`src/rtl/ball_pkg.sv`:
```
`default_nettype none
// ============================================================================
// Package     : ball_pkg
// Description : Shared constants and the state encoding for the ping-pong
//               ball controller (ball_ctrl and score_keeper).
// Revision    : 1.0 - initial release
// ============================================================================
package ball_pkg;

   localparam int c_pos_w    = 9;   // ball position width, matches the tick counter
   localparam int c_score_w  = 4;   // per-player score width
   localparam int c_step_w   = 3;   // wide enough to hold the maximum step
   localparam int c_max_step = 4;   // fastest ball speed in positions per tick

   // FSM state codes as seen on the state output
   typedef enum logic [2:0] {
      ST_IDLE  = 3'd0,
      ST_FLY_R = 3'd1,
      ST_FLY_L = 3'd2,
      ST_MISS  = 3'd3,
      ST_OVER  = 3'd4
   } state_e;

endpackage
`default_nettype wire

```
`src/rtl/score_keeper.sv`:
```
`default_nettype none
// ============================================================================
// Module      : score_keeper
// Description : Two saturating score registers, the server flag and the
//               game-won compare. Scores and server clear together when a
//               finished game is restarted.
// Revision    : 1.0 - initial release
// ============================================================================
module score_keeper
   import ball_pkg::*;
#(
   parameter int WIN_SCORE = 11
)(
   input  logic                 clk,
   input  logic                 rst_n,
   input  logic                 award_l,
   input  logic                 award_r,
   input  logic                 toggle_srv,
   input  logic                 clear,
   output logic [c_score_w-1:0] score_l,
   output logic [c_score_w-1:0] score_r,
   output logic                 server,
   output logic                 win
);

   localparam logic [c_score_w-1:0] c_win = c_score_w'(WIN_SCORE);

   logic [c_score_w-1:0] score_l_q, score_l_d;
   logic [c_score_w-1:0] score_r_q, score_r_d;
   logic                 server_q,  server_d;

   // Next scores: clear has priority, otherwise saturating increments
   always_comb begin
      score_l_d = score_l_q;
      score_r_d = score_r_q;
      server_d  = server_q;
      if (clear) begin
         score_l_d = '0;
         score_r_d = '0;
         server_d  = 1'b0;
      end else begin
         if (award_l && (score_l_q < c_win)) score_l_d = score_l_q + c_score_w'(1);
         if (award_r && (score_r_q < c_win)) score_r_d = score_r_q + c_score_w'(1);
         if (toggle_srv)                     server_d  = ~server_q;
      end
   end

   // Score and server registers with synchronous active-low reset
   always_ff @(posedge clk) begin
      if (!rst_n) begin
         score_l_q <= '0;
         score_r_q <= '0;
         server_q  <= 1'b0;
      end else begin
         score_l_q <= score_l_d;
         score_r_q <= score_r_d;
         server_q  <= server_d;
      end
   end

   assign score_l = score_l_q;
   assign score_r = score_r_q;
   assign server  = server_q;
   assign win     = (score_l_q >= c_win) || (score_r_q >= c_win);

endmodule
`default_nettype wire

```
`src/rtl/ball_ctrl.sv`:
```
`default_nettype none
// ============================================================================
// Module      : ball_ctrl
// Description : Ball trajectory and scoring FSM. Moves the ball one step per
//               movement tick, accepts paddle hits inside each end's hit
//               window, awards points on misses and ends the game at
//               WIN_SCORE.
// Options     : BALL_SPEEDUP_EN - step grows by one per accepted hit (max 4),
//               restarting at 1 on each serve. Undefined: constant step 1.
// Revision    : 1.0 - initial release
// ============================================================================
module ball_ctrl
   import ball_pkg::*;
#(
   parameter int POS_W     = c_pos_w,
   parameter int TABLE_LEN = 320,
   parameter int HIT_WIN   = 16,
   parameter int MISS_HOLD = 50,
   parameter int WIN_SCORE = 11
)(
   input  logic                 clk,
   input  logic                 rst_n,
   input  logic                 tick,
   input  logic                 serve,
   input  logic                 hit_l,
   input  logic                 hit_r,
   output logic [POS_W-1:0]     ball_pos,
   output logic                 ball_dir,
   output logic [2:0]           state,
   output logic [c_score_w-1:0] score_l,
   output logic [c_score_w-1:0] score_r,
   output logic                 miss_pulse,
   output logic                 game_over
);

   localparam int                  c_hold_w    = $clog2(MISS_HOLD + 1);
   localparam logic [POS_W-1:0]    c_last      = POS_W'(TABLE_LEN - 1);
   localparam logic [POS_W-1:0]    c_win_r     = POS_W'(TABLE_LEN - 1 - HIT_WIN);
   localparam logic [POS_W-1:0]    c_win_l     = POS_W'(HIT_WIN);
   localparam logic [c_hold_w-1:0] c_hold_last = c_hold_w'(MISS_HOLD - 1);

   state_e               state_q, state_d;
   logic [POS_W-1:0]     pos_q,   pos_d;
   logic                 dir_q,   dir_d;
   logic                 miss_q,  miss_d;
   logic                 over_q,  over_d;
   logic [c_hold_w-1:0]  hold_q,  hold_d;

   logic                 award_l, award_r, toggle_srv, clear_scores;
   logic                 server, win;
   logic                 hit_ok_r, hit_ok_l, launch;
   logic [c_step_w-1:0]  step;
   logic [POS_W:0]       pos_up;
   logic [POS_W-1:0]     pos_dn;

`ifdef BALL_SPEEDUP_EN
   logic [c_step_w-1:0]  step_q, step_d;
   localparam logic [c_step_w-1:0] c_step_max = c_step_w'(c_max_step);

   // Step restarts on every serve and grows on each accepted hit
   always_comb begin
      step_d = step_q;
      if (launch)
         step_d = c_step_w'(1);
      else if ((hit_ok_r || hit_ok_l) && (step_q < c_step_max))
         step_d = step_q + c_step_w'(1);
   end

   // Step register
   always_ff @(posedge clk) begin
      if (!rst_n) step_q <= c_step_w'(1);
      else        step_q <= step_d;
   end

   assign step = step_q;
`else
   assign step = c_step_w'(1);
`endif

   // Hits only count inside the window of the end the ball is heading to
   assign hit_ok_r = (state_q == ST_FLY_R) && hit_r && (pos_q >= c_win_r);
   assign hit_ok_l = (state_q == ST_FLY_L) && hit_l && (pos_q <= c_win_l);
   assign launch   = (state_q == ST_IDLE)  && serve;

   // Clamped candidate positions; the extra bit on pos_up catches overshoot
   assign pos_up = {1'b0, pos_q} + (POS_W+1)'(step);
   assign pos_dn = (pos_q <= POS_W'(step)) ? '0 : (pos_q - POS_W'(step));

   // Next-state, ball motion and score events
   always_comb begin
      state_d      = state_q;
      pos_d        = pos_q;
      dir_d        = dir_q;
      hold_d       = hold_q;
      miss_d       = 1'b0;
      award_l      = 1'b0;
      award_r      = 1'b0;
      toggle_srv   = 1'b0;
      clear_scores = 1'b0;
      case (state_q)
         ST_IDLE: begin
            pos_d = server ? c_last : '0;
            dir_d = server;
            if (launch) state_d = server ? ST_FLY_L : ST_FLY_R;
         end
         ST_FLY_R: begin
            if (hit_ok_r) begin
               state_d = ST_FLY_L;
               dir_d   = 1'b1;
            end else if (tick) begin
               if (pos_q == c_last) begin
                  state_d = ST_MISS;
                  award_l = 1'b1;
                  miss_d  = 1'b1;
                  hold_d  = '0;
               end else begin
                  pos_d = (pos_up > {1'b0, c_last}) ? c_last : pos_up[POS_W-1:0];
               end
            end
         end
         ST_FLY_L: begin
            if (hit_ok_l) begin
               state_d = ST_FLY_R;
               dir_d   = 1'b0;
            end else if (tick) begin
               if (pos_q == '0) begin
                  state_d = ST_MISS;
                  award_r = 1'b1;
                  miss_d  = 1'b1;
                  hold_d  = '0;
               end else begin
                  pos_d = pos_dn;
               end
            end
         end
         ST_MISS: begin
            if (tick) begin
               if (hold_q == c_hold_last) begin
                  hold_d = '0;
                  if (win) begin
                     state_d = ST_OVER;
                  end else begin
                     // Server flips; park the ball at the new server's end now
                     state_d    = ST_IDLE;
                     toggle_srv = 1'b1;
                     pos_d      = server ? '0 : c_last;
                     dir_d      = ~server;
                  end
               end else begin
                  hold_d = hold_q + c_hold_w'(1);
               end
            end
         end
         ST_OVER: begin
            if (serve) begin
               clear_scores = 1'b1;
               state_d      = ST_IDLE;
               pos_d        = '0;
               dir_d        = 1'b0;
            end
         end
         default: state_d = ST_IDLE;
      endcase
      over_d = (state_d == ST_OVER);
   end

   // State and output registers
   always_ff @(posedge clk) begin
      if (!rst_n) begin
         state_q <= ST_IDLE;
         pos_q   <= '0;
         dir_q   <= 1'b0;
         miss_q  <= 1'b0;
         over_q  <= 1'b0;
         hold_q  <= '0;
      end else begin
         state_q <= state_d;
         pos_q   <= pos_d;
         dir_q   <= dir_d;
         miss_q  <= miss_d;
         over_q  <= over_d;
         hold_q  <= hold_d;
      end
   end

   score_keeper #(
      .WIN_SCORE (WIN_SCORE)
   ) u_score_keeper (
      .clk        (clk),
      .rst_n      (rst_n),
      .award_l    (award_l),
      .award_r    (award_r),
      .toggle_srv (toggle_srv),
      .clear      (clear_scores),
      .score_l    (score_l),
      .score_r    (score_r),
      .server     (server),
      .win        (win)
   );

   assign ball_pos   = pos_q;
   assign ball_dir   = dir_q;
   assign state      = state_q;
   assign miss_pulse = miss_q;
   assign game_over  = over_q;

endmodule
`default_nettype wire
```
`config.mk`:
```
export PLATFORM = sky130hd
export DESIGN_NAME = ball_ctrl
export DESIGN_NICKNAME = d
export VERILOG_FILES = /design/src/rtl/ball_pkg.sv /design/src/rtl/score_keeper.sv /design/src/rtl/ball_ctrl.sv
export SDC_FILE = /design/constraint.sdc
export NUM_CORES = 1
export LEC_CHECK = 0
export CELL_PAD_IN_SITES_DETAIL_PLACEMENT = 0
export CELL_PAD_IN_SITES_GLOBAL_PLACEMENT = 1
export CORE_AREA = 5 5 70 88
export DETAILED_ROUTE_END_ITERATION = 6
export DIE_AREA = 0 0 75 93
export GPL_TIMING_DRIVEN = 0
export MAX_ROUTING_LAYER = met4
export PLACE_DENSITY_LB_ADDON = 0.08
export SYNTH_ARGS = -nofsm -noshare
export SYNTH_HDL_FRONTEND = slang
export SYNTH_HIERARCHICAL = 1
export SYNTH_SLANG_ARGS = --single-unit
```
`constraint.sdc`:
```
create_clock -name clk -period 6 [get_ports clk]
set_clock_uncertainty 0.15 [all_clocks]
set_input_delay 1.8 -clock clk [delete_from_list [all_inputs] [get_ports clk]]
set_output_delay 1.8 -clock clk [all_outputs]
set_load 0.005 [all_outputs]
```
==> results.sh <==
export IMPL_multiInputGateArea_mm2=0.00149
export IMPL_ys_seq_elements=30
export IMPL_avgViaCountPerCell=5.92
export IMPL_wl_per_cell_um=16.5
export IMPL_final_net_count=322
export IMPL_power_leakage_uw=0.00103
export IMPL_cp_start_kind="input pin"
export IMPL_grt_use_met3_pct=3.01
export IMPL_hold_viol=0
export IMPL_synth_xor_area_share_pct=3.18
export IMPL_htreeDepth=2
export IMPL_die_w_um=75
export IMPL_rsz0062_at_grt="no"
export IMPL_globalplace_congestion=0.822
export IMPL_io_buffer_count=28
export IMPL_grt_use_met2_pct=30.3
export IMPL_synth_top_family_by_area="simple AND/OR/NAND/NOR gates"
export IMPL_fillers=544
export IMPL_placed_area_mm2=0.00256
export IMPL_grt_antenna_before_repair=0
export IMPL_vias=2208
export IMPL_drt_initial_drc_count=118
export IMPL_async_flop_share_pct=0
export IMPL_final_cell_area_mm2=0.00267
export IMPL_path_clk_slew_ps=60
export IMPL_cts_buffers=5
export IMPL_ant_nets=0
export IMPL_timing_rr_end="hold_q[5]$_SDFFE_PN0P_"
export IMPL_drv_slew=0
export IMPL_cts_resized=0
export IMPL_cts_max_path_buffers=2
export IMPL_antenna_cells=0
export IMPL_synth_mux_area_share_pct=3.41
export IMPL_worst_pin_slew_ps=666
export IMPL_die_area_mm2=0.00698
export IMPL_min_period_ps=3720
export IMPL_synthCells=273
export IMPL_fmax_mhz=268
export IMPL_die_h_um=93
export IMPL_vdd_drop_max_mv=0.0997
export IMPL_cts_tree="done"
export IMPL_setup_tns_ps=0
export IMPL_cts_setup_buffers=0
export IMPL_area_delta_synth_final_pct=21.3
export IMPL_maxSlewHeadroom_pct=55.1
export IMPL_regArea_um2=601
export IMPL_status="complete, no violations"
export IMPL_finalWirelength_um=6170
export IMPL_yosys_warnings=6
export IMPL_ys_seq_area_share_pct=27.3
export IMPL_reg2reg_from="ball_pos[0]$_SDFFE_PN0P_"
export IMPL_core_area_mm2=0.00529
export IMPL_whs_path_depth=2
export IMPL_num_rows=30
export IMPL_cts_sinks=30
export IMPL_synthAdderAreaFrac_pct=4.55
export IMPL_p_per_area_mw_per_mm2=184
export IMPL_cp_arrival_ps=3750
export IMPL_layout_drive_gt1_share_pct=11.7
export IMPL_synth_edff_count=0
export IMPL_end_kind="flop"
export IMPL_reg2regPathDepth=8
export IMPL_fin_crit_sh_pct=62.1
export IMPL_grt_usage_pct=19.7
export IMPL_worstSetupPathType="input pin to flop"
export IMPL_root_buffer="clkbuf_8"
export IMPL_clock_latency_ps=280
export IMPL_holdPathEnd="ball_dir$_SDFFE_PN0P_"
export IMPL_drc=0
export IMPL_grt_busiest_layer="met2"
export IMPL_drtPass1Iterations=4
export IMPL_ios=29
export IMPL_hold_start="ball_dir$_SDFFE_PN0P_"
export IMPL_worstPathMaxFanout=7
export IMPL_maxCapViolations=0
export IMPL_start_util_pct=41.6
export IMPL_setup_viol=0
export IMPL_grt_max_degree=11
export IMPL_synthSimpleGateAreaFrac_pct=30.3
export IMPL_hpwl_um=4600
export IMPL_grt_pass1_vias=2102
export IMPL_synth_avg_cell_area_um2=8.07
export IMPL_required_ps=6020
export IMPL_cts_hold_fix_buffers=0
export IMPL_synthFlopType="dfxtp_1"
export IMPL_synthesis_area_mm2=0.00220
export IMPL_ff2ff_setup_slack_ps=3310
export IMPL_grt_pass1_wl_um=10400
export IMPL_use_met1_pct=24.9
export IMPL_yosysUniqueCellTypes=63
export IMPL_synth_compound_area_share_pct=26.0
export IMPL_grt_overflow_total=0
export IMPL_hold_class="flop to flop"
export IMPL_synth_fp_nets=287
## worst max-delay path by stage
stage	startpoint	endpoint	slack, ps	cells after the start
after CTS	hit_r	hold_q[5]$_SDFFE_PN0P_	2290	6
after global placement	hit_r	hold_q[4]$_SDFFE_PN0P_	1990	6
after global routing	hit_r	hold_q[5]$_SDFFE_PN0P_	2170	6
final	hit_r	hold_q[5]$_SDFFE_PN0P_	2280	6
after detailed placement	hit_r	hold_q[3]$_SDFFE_PN0P_	2000	6
after floorplan	hit_r	hold_q[2]$_SDFFE_PN0P_	2670	5
## state kept, by name (all words and copies together), names as in the netlist
name                    flops
game_over                   1
u_score_keeper/server       1
miss_pulse                  1
ball_dir                    1
state                       3
hold_q                      6
u_score_keeper/score_r      4
ball_pos                    9
u_score_keeper/score_l      4
## synthesized netlist by cell type, types with 4 or more instances
master | number | share of area [%]
a31oi_1 | 6 | 1.7
a21oi_1 | 10 | 2.3
nand3_1 | 8 | 1.8
clkbuf_1 | 5 | 0.85
and3_1 | 7 | 2.0
o21ai_1 | 7 | 1.6
o21ai_0 | 14 | 3.2
ha_1 | 8 | 4.5
nand2_1 | 35 | 6.0
nand3b_1 | 5 | 1.7
nor2_1 | 24 | 4.1
mux2i_1 | 6 | 2.7
dfxtp_1 | 30 | 27
xor2_1 | 5 | 2.0
nand2b_1 | 4 | 1.1
inv_1 | 7 | 1.2
nor3b_1 | 5 | 1.7
nand4_1 | 5 | 1.4
a41oi_1 | 5 | 2.0
a32o_1 | 11 | 5.0
buf_2 | 8 | 1.8
## worst max-delay path, stage by stage
cell and delay, ps:
clkdlybuf4s50_1 420, and3_1 190, a32o_1 360, a2111oi_4 560, o21ai_1 140, a32o_1 280
## cell type report
| class | instances | area share [%] |
|---|---|---|
| clock inverters | 3 | 1.50 |
| repair buffers | 28 | 10.5 |
| flip-flops and latches | 30 | 22.5 |
| multi-input cells | 219 | 55.6 |
| well taps | 64 | 3.00 |
| inverters | 8 | 1.12 |
| plain buffers | 16 | 3.19 |
| clock buffers | 5 | 2.58 |
## per-layer routing
metal / wire [um] / vias up
met4: 143 / 0
met1: 2780 / 1057
met5: 0 / -
met2: 3030 / 55
met3: 225 / 9
li1: - / 1087
## report_power, final
| group | switching (uW) | leakage [uW] | internal, uW |
|---|---|---|---|
| Combinational | 48.6 | 0.000725 | 33.4 |
| Clock | 78.6 | 0.0000579 | 122 |
| Sequential | 6.11 | 0.000243 | 203 |
## through the flow
stage	power, uW	setup WS (ps)	hold WS, ps	std cells	util [%]
2_1_floorplan	266	2670	304	273	-
3_3_place_gp	296	1990	317	365	48.4
3_5_place_dp	295	2000	324	365	48.4
4_1_cts	498	2290	333	373	50.5
5_1_grt	517	2170	354	373	50.5
6_report	492	2280	329	373	50.5
## placed cells by master, fill, tap and decap left out, types with 3 or more instances in the layout
cell type / count
nor3_2: 3
nand4_1: 5
mux2i_1: 6
clkdlybuf4s50_1: 28
ha_1: 8
buf_2: 8
nor2_1: 24
a41oi_1: 5
a31oi_1: 6
nand3_1: 8
xnor2_1: 3
and3_1: 7
a32o_1: 11
nand3b_1: 5
xor2_1: 5
nor3b_1: 5
clkbuf_1: 5
a21oi_1: 10
nor4_1: 3
inv_1: 7
clkbuf_8: 5
dfxtp_1: 30
nand2_1: 35
o21ai_0: 14
and2_1: 3
nand2b_1: 4
o21ai_1: 7
## logic make-up after synthesis
kind of cell	after synthesis
muxes	7
adders and majority gates	8
and+or+nand+nor	120
DFF	30
xor gates and xnor gates	8
buffers and inverters	24
AOI/OAI and AO/OA	76
Note: power is estimated with default switching activity, not from simulation.
